===== config.mk =====
export PLATFORM = sky130hd
export DESIGN_NAME = ifetch_queue_flat
export DESIGN_NICKNAME = d
export VERILOG_FILES = /design/src/rtl/ifetch_queue_if.sv /design/src/rtl/ifetch_queue.sv /design/src/flat_wrapper.sv
export SDC_FILE = /design/constraint.sdc
export NUM_CORES = 1
export LEC_CHECK = 0
export CAP_MARGIN = 25
export CORE_MARGIN = 2
export CORE_UTILIZATION = 44
export CTS_CLUSTER_SIZE = 10
export DETAILED_ROUTE_END_ITERATION = 8
export PLACE_DENSITY = 0.66
export RECOVER_POWER = 50
export SYNTH_ARGS = -nofsm -noshare
export SYNTH_HDL_FRONTEND = slang
export SYNTH_SLANG_ARGS = --single-unit

===== constraint.sdc =====
create_clock -name clk -period 2.6 [get_ports clk]
set_clock_uncertainty 0.05 [all_clocks]
set_input_delay 0.39 -clock clk [delete_from_list [all_inputs] [get_ports clk]]
set_output_delay 0.39 -clock clk [all_outputs]
set_load 0.02 [all_outputs]

===== src/rtl/ifetch_queue_if.sv =====
// Fetch-unit bus: instruction-memory request/response, execute redirect and
// the decode-side valid/ready handshake, bundled for the ifetch_queue ports.
interface ifetch_queue_if;
    // instruction memory
    logic        imem_req;
    logic [63:0] imem_addr;
    logic        imem_gnt;
    logic        imem_rvalid;
    logic [31:0] imem_rdata;
    // execute-stage redirect
    logic        redirect;
    logic [63:0] redirect_pc;
    // decode handshake
    logic        out_valid;
    logic        out_ready;
    logic [31:0] out_instr;
    logic [63:0] out_pc;

    // fetch unit side
    modport master (
        output imem_req, imem_addr, out_valid, out_instr, out_pc,
        input  imem_gnt, imem_rvalid, imem_rdata, redirect, redirect_pc, out_ready
    );

    // memory / core side
    modport slave (
        input  imem_req, imem_addr, out_valid, out_instr, out_pc,
        output imem_gnt, imem_rvalid, imem_rdata, redirect, redirect_pc, out_ready
    );
endinterface


===== src/rtl/ifetch_queue.sv =====
// Instruction fetch front-end: owns the PC, issues one-word fetches with
// credit-based flow control, and queues {pc, instr} for decode. A redirect
// flushes the queue and squashes the outstanding response.
module ifetch_queue #(
    parameter int          DEPTH    = 4,
    parameter logic [63:0] RESET_PC = 64'h0
) (
    input  logic          clk,
    input  logic          reset,
    ifetch_queue_if.master bus
);
    localparam int PW = $clog2(DEPTH);
    localparam int CW = PW + 1;

    // architectural state
    logic [63:0]   fetch_pc_q, fetch_pc_d;
    logic          inflight_q, inflight_d;
    logic [63:0]   req_pc_q,   req_pc_d;
    logic [PW-1:0] rd_ptr_q,   rd_ptr_d;
    logic [PW-1:0] wr_ptr_q,   wr_ptr_d;
    logic [CW-1:0] count_q,    count_d;
    logic [63:0]   pc_mem_q    [DEPTH];
    logic [63:0]   pc_mem_d    [DEPTH];
    logic [31:0]   instr_mem_q [DEPTH];
    logic [31:0]   instr_mem_d [DEPTH];

    logic          req;
    logic          grant;
    logic          accept;
    logic          pop;
    logic [CW:0]   used;

    // Credit counts the outstanding fetch as occupied; a same-cycle pop is
    // deliberately not credited so out_ready never reaches imem_req.
    assign used   = {1'b0, count_q} + (CW+1)'(inflight_q);
    assign req    = !reset && !bus.redirect && (used < (CW+1)'(DEPTH));
    assign grant  = req && bus.imem_gnt;
    assign accept = bus.imem_rvalid && inflight_q && !bus.redirect;
    assign pop    = (count_q != '0) && bus.out_ready;

    assign bus.imem_req  = req;
    assign bus.imem_addr = fetch_pc_q;
    assign bus.out_valid = (count_q != '0);
    assign bus.out_instr = instr_mem_q[rd_ptr_q];
    assign bus.out_pc    = pc_mem_q[rd_ptr_q];

    // Next-state: redirect overrides everything, else grant/push/pop.
    always_comb begin
        fetch_pc_d  = fetch_pc_q;
        inflight_d  = inflight_q;
        req_pc_d    = req_pc_q;
        rd_ptr_d    = rd_ptr_q;
        wr_ptr_d    = wr_ptr_q;
        count_d     = count_q;
        pc_mem_d    = pc_mem_q;
        instr_mem_d = instr_mem_q;

        if (bus.redirect) begin
            // low bits are dropped so fetches stay word aligned
            fetch_pc_d = bus.redirect_pc & ~64'h3;
            inflight_d = 1'b0;
            rd_ptr_d   = '0;
            wr_ptr_d   = '0;
            count_d    = '0;
        end else begin
            if (grant) begin
                fetch_pc_d = fetch_pc_q + 64'd4;
                inflight_d = 1'b1;
                req_pc_d   = fetch_pc_q;
            end else if (accept) begin
                inflight_d = 1'b0;
            end
            // credit guarantees room whenever a response is accepted
            if (accept) begin
                pc_mem_d[wr_ptr_q]    = req_pc_q;
                instr_mem_d[wr_ptr_q] = bus.imem_rdata;
                wr_ptr_d              = wr_ptr_q + 1'b1;
            end
            if (pop) begin
                rd_ptr_d = rd_ptr_q + 1'b1;
            end
            count_d = count_q + CW'(accept) - CW'(pop);
        end
    end

    // State register with synchronous reset; storage is zeroed so the
    // head outputs read 0 out of reset.
    always_ff @(posedge clk) begin
        if (reset) begin
            fetch_pc_q <= RESET_PC;
            inflight_q <= 1'b0;
            req_pc_q   <= '0;
            rd_ptr_q   <= '0;
            wr_ptr_q   <= '0;
            count_q    <= '0;
            for (int i = 0; i < DEPTH; i++) begin
                pc_mem_q[i]    <= '0;
                instr_mem_q[i] <= '0;
            end
        end else begin
            fetch_pc_q  <= fetch_pc_d;
            inflight_q  <= inflight_d;
            req_pc_q    <= req_pc_d;
            rd_ptr_q    <= rd_ptr_d;
            wr_ptr_q    <= wr_ptr_d;
            count_q     <= count_d;
            pc_mem_q    <= pc_mem_d;
            instr_mem_q <= instr_mem_d;
        end
    end
endmodule


===== src/flat_wrapper.sv =====
// flat-port wrapper written by rule: the top's interface ports become plain ports
module ifetch_queue_flat 
#(
    parameter int          DEPTH    = 4,
    parameter logic [63:0] RESET_PC = 64'h0
)
  (clk, reset, bus_imem_req, bus_imem_addr, bus_out_valid, bus_out_instr, bus_out_pc, bus_imem_gnt, bus_imem_rvalid, bus_imem_rdata, bus_redirect, bus_redirect_pc, bus_out_ready);
  ifetch_queue_if bus_i ();
  input  logic clk;
  input  logic reset;
  output wire logic [$bits(bus_i.imem_req)-1:0] bus_imem_req;
  output wire logic [$bits(bus_i.imem_addr)-1:0] bus_imem_addr;
  output wire logic [$bits(bus_i.out_valid)-1:0] bus_out_valid;
  output wire logic [$bits(bus_i.out_instr)-1:0] bus_out_instr;
  output wire logic [$bits(bus_i.out_pc)-1:0] bus_out_pc;
  input wire logic [$bits(bus_i.imem_gnt)-1:0] bus_imem_gnt;
  input wire logic [$bits(bus_i.imem_rvalid)-1:0] bus_imem_rvalid;
  input wire logic [$bits(bus_i.imem_rdata)-1:0] bus_imem_rdata;
  input wire logic [$bits(bus_i.redirect)-1:0] bus_redirect;
  input wire logic [$bits(bus_i.redirect_pc)-1:0] bus_redirect_pc;
  input wire logic [$bits(bus_i.out_ready)-1:0] bus_out_ready;
  assign bus_imem_req = bus_i.imem_req;
  assign bus_imem_addr = bus_i.imem_addr;
  assign bus_out_valid = bus_i.out_valid;
  assign bus_out_instr = bus_i.out_instr;
  assign bus_out_pc = bus_i.out_pc;
  assign bus_i.imem_gnt = bus_imem_gnt;
  assign bus_i.imem_rvalid = bus_imem_rvalid;
  assign bus_i.imem_rdata = bus_imem_rdata;
  assign bus_i.redirect = bus_redirect;
  assign bus_i.redirect_pc = bus_redirect_pc;
  assign bus_i.out_ready = bus_out_ready;
  ifetch_queue #(.DEPTH(DEPTH), .RESET_PC(RESET_PC)) u_core (.clk(clk), .reset(reset), .bus(bus_i));
endmodule

* Word level (Yosys, flattened, before mapping) *
Cells that the tools add are included.

word-level totals
  bits in registers = 520
  input port bits = 102
  word-level logic and storage cells = 59

cells by class
  add/subtract/negate cells = 6
  magnitude comparators = 4
  mux-type cells = 16
  bitwise operators = 3
  reduce and logical (&&, ||, !) cells = 15

operator list
  cell                     number
  $mux W64                 5
  $bwmux W256              1
  $bmux W64 S2             1
  $bwmux W128              1
  $demux W64 S2            1
  $mux W32                 3
  $add A64 B3 Y64 const B  1
  $bmux W32 S2             1
  $demux W32 S2            1
  $logic_and A1 B1 Y1      7
  $ge A3 B3 Y1 const B     2
  $not A2 Y3               2
  $add A2 B1 Y2 const B    2
  $add A3 B1 Y4            1
  $lt A4 B3 Y1 const B     1
  $reduce_and A2 Y1        2
  $reduce_bool A2 Y1       2
  $add A3 B1 Y3            1
  $lt A3 B1 Y1 const B     1
  $reduce_bool A3 Y1       1
  $sub A3 B1 Y3            1
  $logic_not A1 Y1         2
  $mux W1                  2
  $reduce_or A2 Y1         1
  $not A1 Y1               1

* Logic depth before layout (Yosys ltp) *
Gate-level depths: netlist of the first run.

  word-level depth = 6
  depth in mapped cells = 9

* Least setup slack after synthesis of the first run *
Ideal clock, no wire load.

  path kind = reg2out
  start point = reg u_core.rd_ptr_q[0]
  end point = out bus_out_instr[22]
  arrival time = 2.027 ns
  slack = 0.133 ns
  cell stages (with the launch flop) = 6
  path buffers = 4
  cells stage by stage = dfxtp_1 > clkbuf_1 > buf_2 > buf_1 > clkbuf_1 > mux4_2

on the way
  word-level cells in the longest chain between the ends = 4

RTL lines
  item                                         line                 source
  start, declared                              ifetch_queue.sv:19   logic [PW-1:0] rd_ptr_q, rd_ptr_d;
  start signal, assigned                       ifetch_queue.sv:104  rd_ptr_q <= rd_ptr_d;
  $not A2 Y3 (not written as such)             ifetch_queue.sv:44   assign bus.out_instr = instr_mem_q[rd_ptr_q];
  $bmux W32 S2                                 ifetch_queue.sv:44
  $mux W32 (not written as such) (2 in a row)  ifetch_queue.sv:44
  end, declared                                flat_wrapper.sv:14   output wire logic [$bits(bus_i.out_instr)-1:0] bus_out_instr;

Every way passes these cells. The select of a mux whose other input is x is not followed.

* Final worst setup path of the first run *
  start point = reg u_core.rd_ptr_q[0]
  end point = out bus_out_instr[8]

Same word-level chain as after synthesis.

==> results of run 1 <==
-- kinds of logic (layout without fill, tap and decap cells) --
group / Yosys count / count (layout) / synth area share (%)
flip-flops: 508 / 508 / 47.3
buffers and inverters: 232 / 523 / 4.15
AND/OR/NAND/NOR: 1162 / 1162 / 22.5
other: 1 / 4 / 0.0174
AO/OA/AOI/OAI: 580 / 580 / 15.2
XOR/XNOR: 10 / 10 / 0.407
multiplexers: 95 / 95 / 9.89
adder cells (fa/ha/maj): 9 / 9 / 0.559
-- power by group through the flow --
| stage | clock, mW | combinational (mW) | sequential (mW) |
|---|---|---|---|
| detailed placement | 0 | 1.13 | 8.15 |
| global route | 7.65 | 1.23 | 7.99 |
| global placement | 0 | 1.12 | 8.15 |
| finish | 7.21 | 1.16 | 7.99 |
| floorplan | 0 | 0.422 | 8.22 |
| CTS | 7.36 | 1.14 | 7.98 |
-- placed cells by master (no fill, tap or decap), types with 24 or more instances in the layout --
cell	n
clkdlybuf4s50_1	160
a31oi_1	28
buf_12	24
buf_2	33
buf_6	56
buf_4	115
dfxtp_1	506
clkbuf_16	60
nand2_1	950
or4_1	32
mux4_2	94
nand4_1	25
nand3_1	30
nor2_1	44
a21oi_1	442
-- repair_timing --
item / in CTS / in global routing
endpoints found under the setup margin: 94 / 61
pin swaps: 0 / 0
hold buffers: 0 / 0
gates resized for setup: 379 / 66
gates cloned: 4 / 2
buffers inserted: 20 / 15
-- stage by stage --
stage	worst slack, ns	total power, mW	hold slack, ns
2_1_floorplan	0.133	8.64	0.383
3_3_place_gp	0.0252	9.26	0.388
3_5_place_dp	-0.0756	9.28	0.394
4_1_cts	-0.113	16.5	0.173
5_1_grt	-0.0613	16.9	0.196
6_report	0.00456	16.4	0.205
-- state kept, by name, summed over array words and instances, names as in the netlist --
register	flops
u_core.bus.imem_addr	62
u_core.count_q	3
u_core.inflight_q	1
u_core.instr_mem_q	128
u_core.pc_mem_q	248
u_core.rd_ptr_q	2
u_core.wr_ptr_q	2
u_core.req_pc_q	62
-- final cells by class --
cell class | instances | area (sq um)
fillers | 4352 | 21200
clock inverters | 5 | 88.8
well taps | 622 | 778
flip-flops and latches | 508 | 10200
repair buffers | 424 | 4170
multi-input cells | 1860 | 10500
clock buffers | 71 | 1530
inverters | 23 | 86.3
-- metal layers --
layer	vias up	global-route usage (%)
met5	-	0
met4	0	11.4
met3	171	5.31
met2	986	44.7
met1	9800	35.5
li1	9476	-
-- worst max-delay path: cells and delay by family, from the launching register on --
kind	cells	cell delay (ns)
buf+inv	5	0.64
flops	1	0.37
mux	1	0.51
-- final timing paths --
kind                                  startpoint                               endpoint  slack [ns]  cells past startpoint
max              u_core.rd_ptr_q[0]$_SDFFE_PP0P_                       bus_out_instr[8]       0.005                      6
min                                        reset  u_core.bus.imem_addr[39]$_SDFFE_PP0P_        0.21                      4
max reg2reg       u_core.inflight_q$_SDFFE_PP0P_      u_core.pc_mem_q[177]$_SDFFE_PP0P_        0.12                      7
min reg2reg  u_core.instr_mem_q[21]$_SDFFE_PP0P_    u_core.instr_mem_q[21]$_SDFFE_PP0P_        0.40                      2
-- cell usage after synthesis, types with 3 or more instances --
library cell	n
a211oi_1	8
or2_2	4
o211ai_1	16
o311ai_0	17
buf_1	24
nand2_1	954
o41ai_1	4
a311oi_1	13
and2_1	17
a21oi_1	443
o221ai_1	4
inv_1	22
nor4_1	7
and3_1	7
nor3_1	10
a32oi_1	4
mux4_2	94
nand4_1	25
nor2_1	45
or3_1	13
ha_1	8
buf_2	4
nand3_1	30
or4_1	32
o2111a_1	3
and4_1	3
o2111ai_1	4
or4b_2	3
o31ai_1	11
o21ai_0	10
xor2_1	8
buf_4	4
clkbuf_1	176
a31oi_1	28
dfxtp_1	508
==> metrics, run 1 <==
Std-Cell Rows 81; Max Root-Sink Buffers 3; Hold Crit Class in2reg; Yosys reg bits 508; RePlAce Congestion 0.954; Post-synth EDFFs 0; maximum vdd drop 0.539 mV; DRT met1 WL 28,800 microns; Area growth syn-to-layout 27.2%; Post-DP HPWL 44,800 microns; GRT Overall Usage 27.4%; min Tclk post-route 2.60 ns; Post-synth top flop dfxtp_1; CTS tree yes; status finished with violations; sequential share of power 48.8%; die width 225 microns; Post-synth ARST share 0%; full die area 50,700 sq um; Netlist cell types 64; synth warn 0; Detailed Route WL 70,900 microns; final-report hold violation count 0; Setup CP Type reg2out; Final Instance Area 27,300 sq um; relative slew slack -18.3%; Mapped Area 21,500 sq um; remaining routing DRC violations 0; Pwr Density 598 nW/um^2; sequential fraction of the synthesis area 47.3%; initial antenna violation count 1; uppermost layer routed met4; die height 225 microns; Logic pwr share 7.1%; Initial Utilization 44.3%; NetSw 3.91 mW; TritonRoute pass-1 iters 5; ANT cells 0; fmax 0.385 GHz; Worst Path Required 2.16 ns; Iter 0 DRT Violations 2,126; number of global-route vias before repair 20,000; largest net degree at the start of global routing 152; Util after Layout 56.3%; final setup TNS 0 ns; Clock Tree Root clkbuf_16; crit path launch type flip-flop; Final period util 99.8%; Pint 12.5 mW; grt total ovfl 0; # setup viols final 0; Final Net Count 2,986; synth top area cells dfxtp_1 (47%), nand2_1 (17%), a21oi_1 (10%); Worst EP arrival 2.16 ns; IO Pins 264; Buffers on Ports 257; met3 wire length 6430 microns; Routed met2 length 33,200 microns; CTS H-Tree Depth 2; violated checks max-capacitance violations, max-slew violations; DR WL/cell 20.2 microns; Max FO, Critical Path 7; switching part of the total power 23.9%; layout cells sized above 1 15.2%; Mapped Cells 2,597; final cell count without fillers 3,513; largest area contributor in the netlist dfxtp_1; slowest CP cell mux4_2; kind of end point of the critical path output pin; Avg Vias per Cell 5.82; dpl cell area 25,500 sq um; # clock sinks 508; Placed Instances 3,402; cell leakage power 9.17 nW; Syn Area/Cell 8.28 sq um; remaining antenna violation count 0; top cell type's share of synthesized area 47.3%; Clock Latency Late Sink 0.64 ns; Clk pwr share 44.1%; Worst-path clk slew 0.06 ns; via count 20,400; unrepaired setup endpoints after global routing yes; CORE AREA 48,500 sq um; crit-path cells buf_12 > buf_12 > buf_16 > buf_6 > mux4_2 > buf_6; Pins Over Slew Limit 91; Worst Max-Slew Pin Slew 1.78 ns; Max stage delay on crit path 0.51 ns; CTS Buf Count 58; first-pass GRT wire length 110,000 microns; Max Cap Viol 1
Power figures use the tool's default switching activity.
==> inputs of run 2 (changes only) <==
- HOLD_SLACK_MARGIN: default -> 0.02
- SLEW_MARGIN: default -> 0
==> results of run 2 <==
Final layout, timing and power as in run 1 (identical DEF).
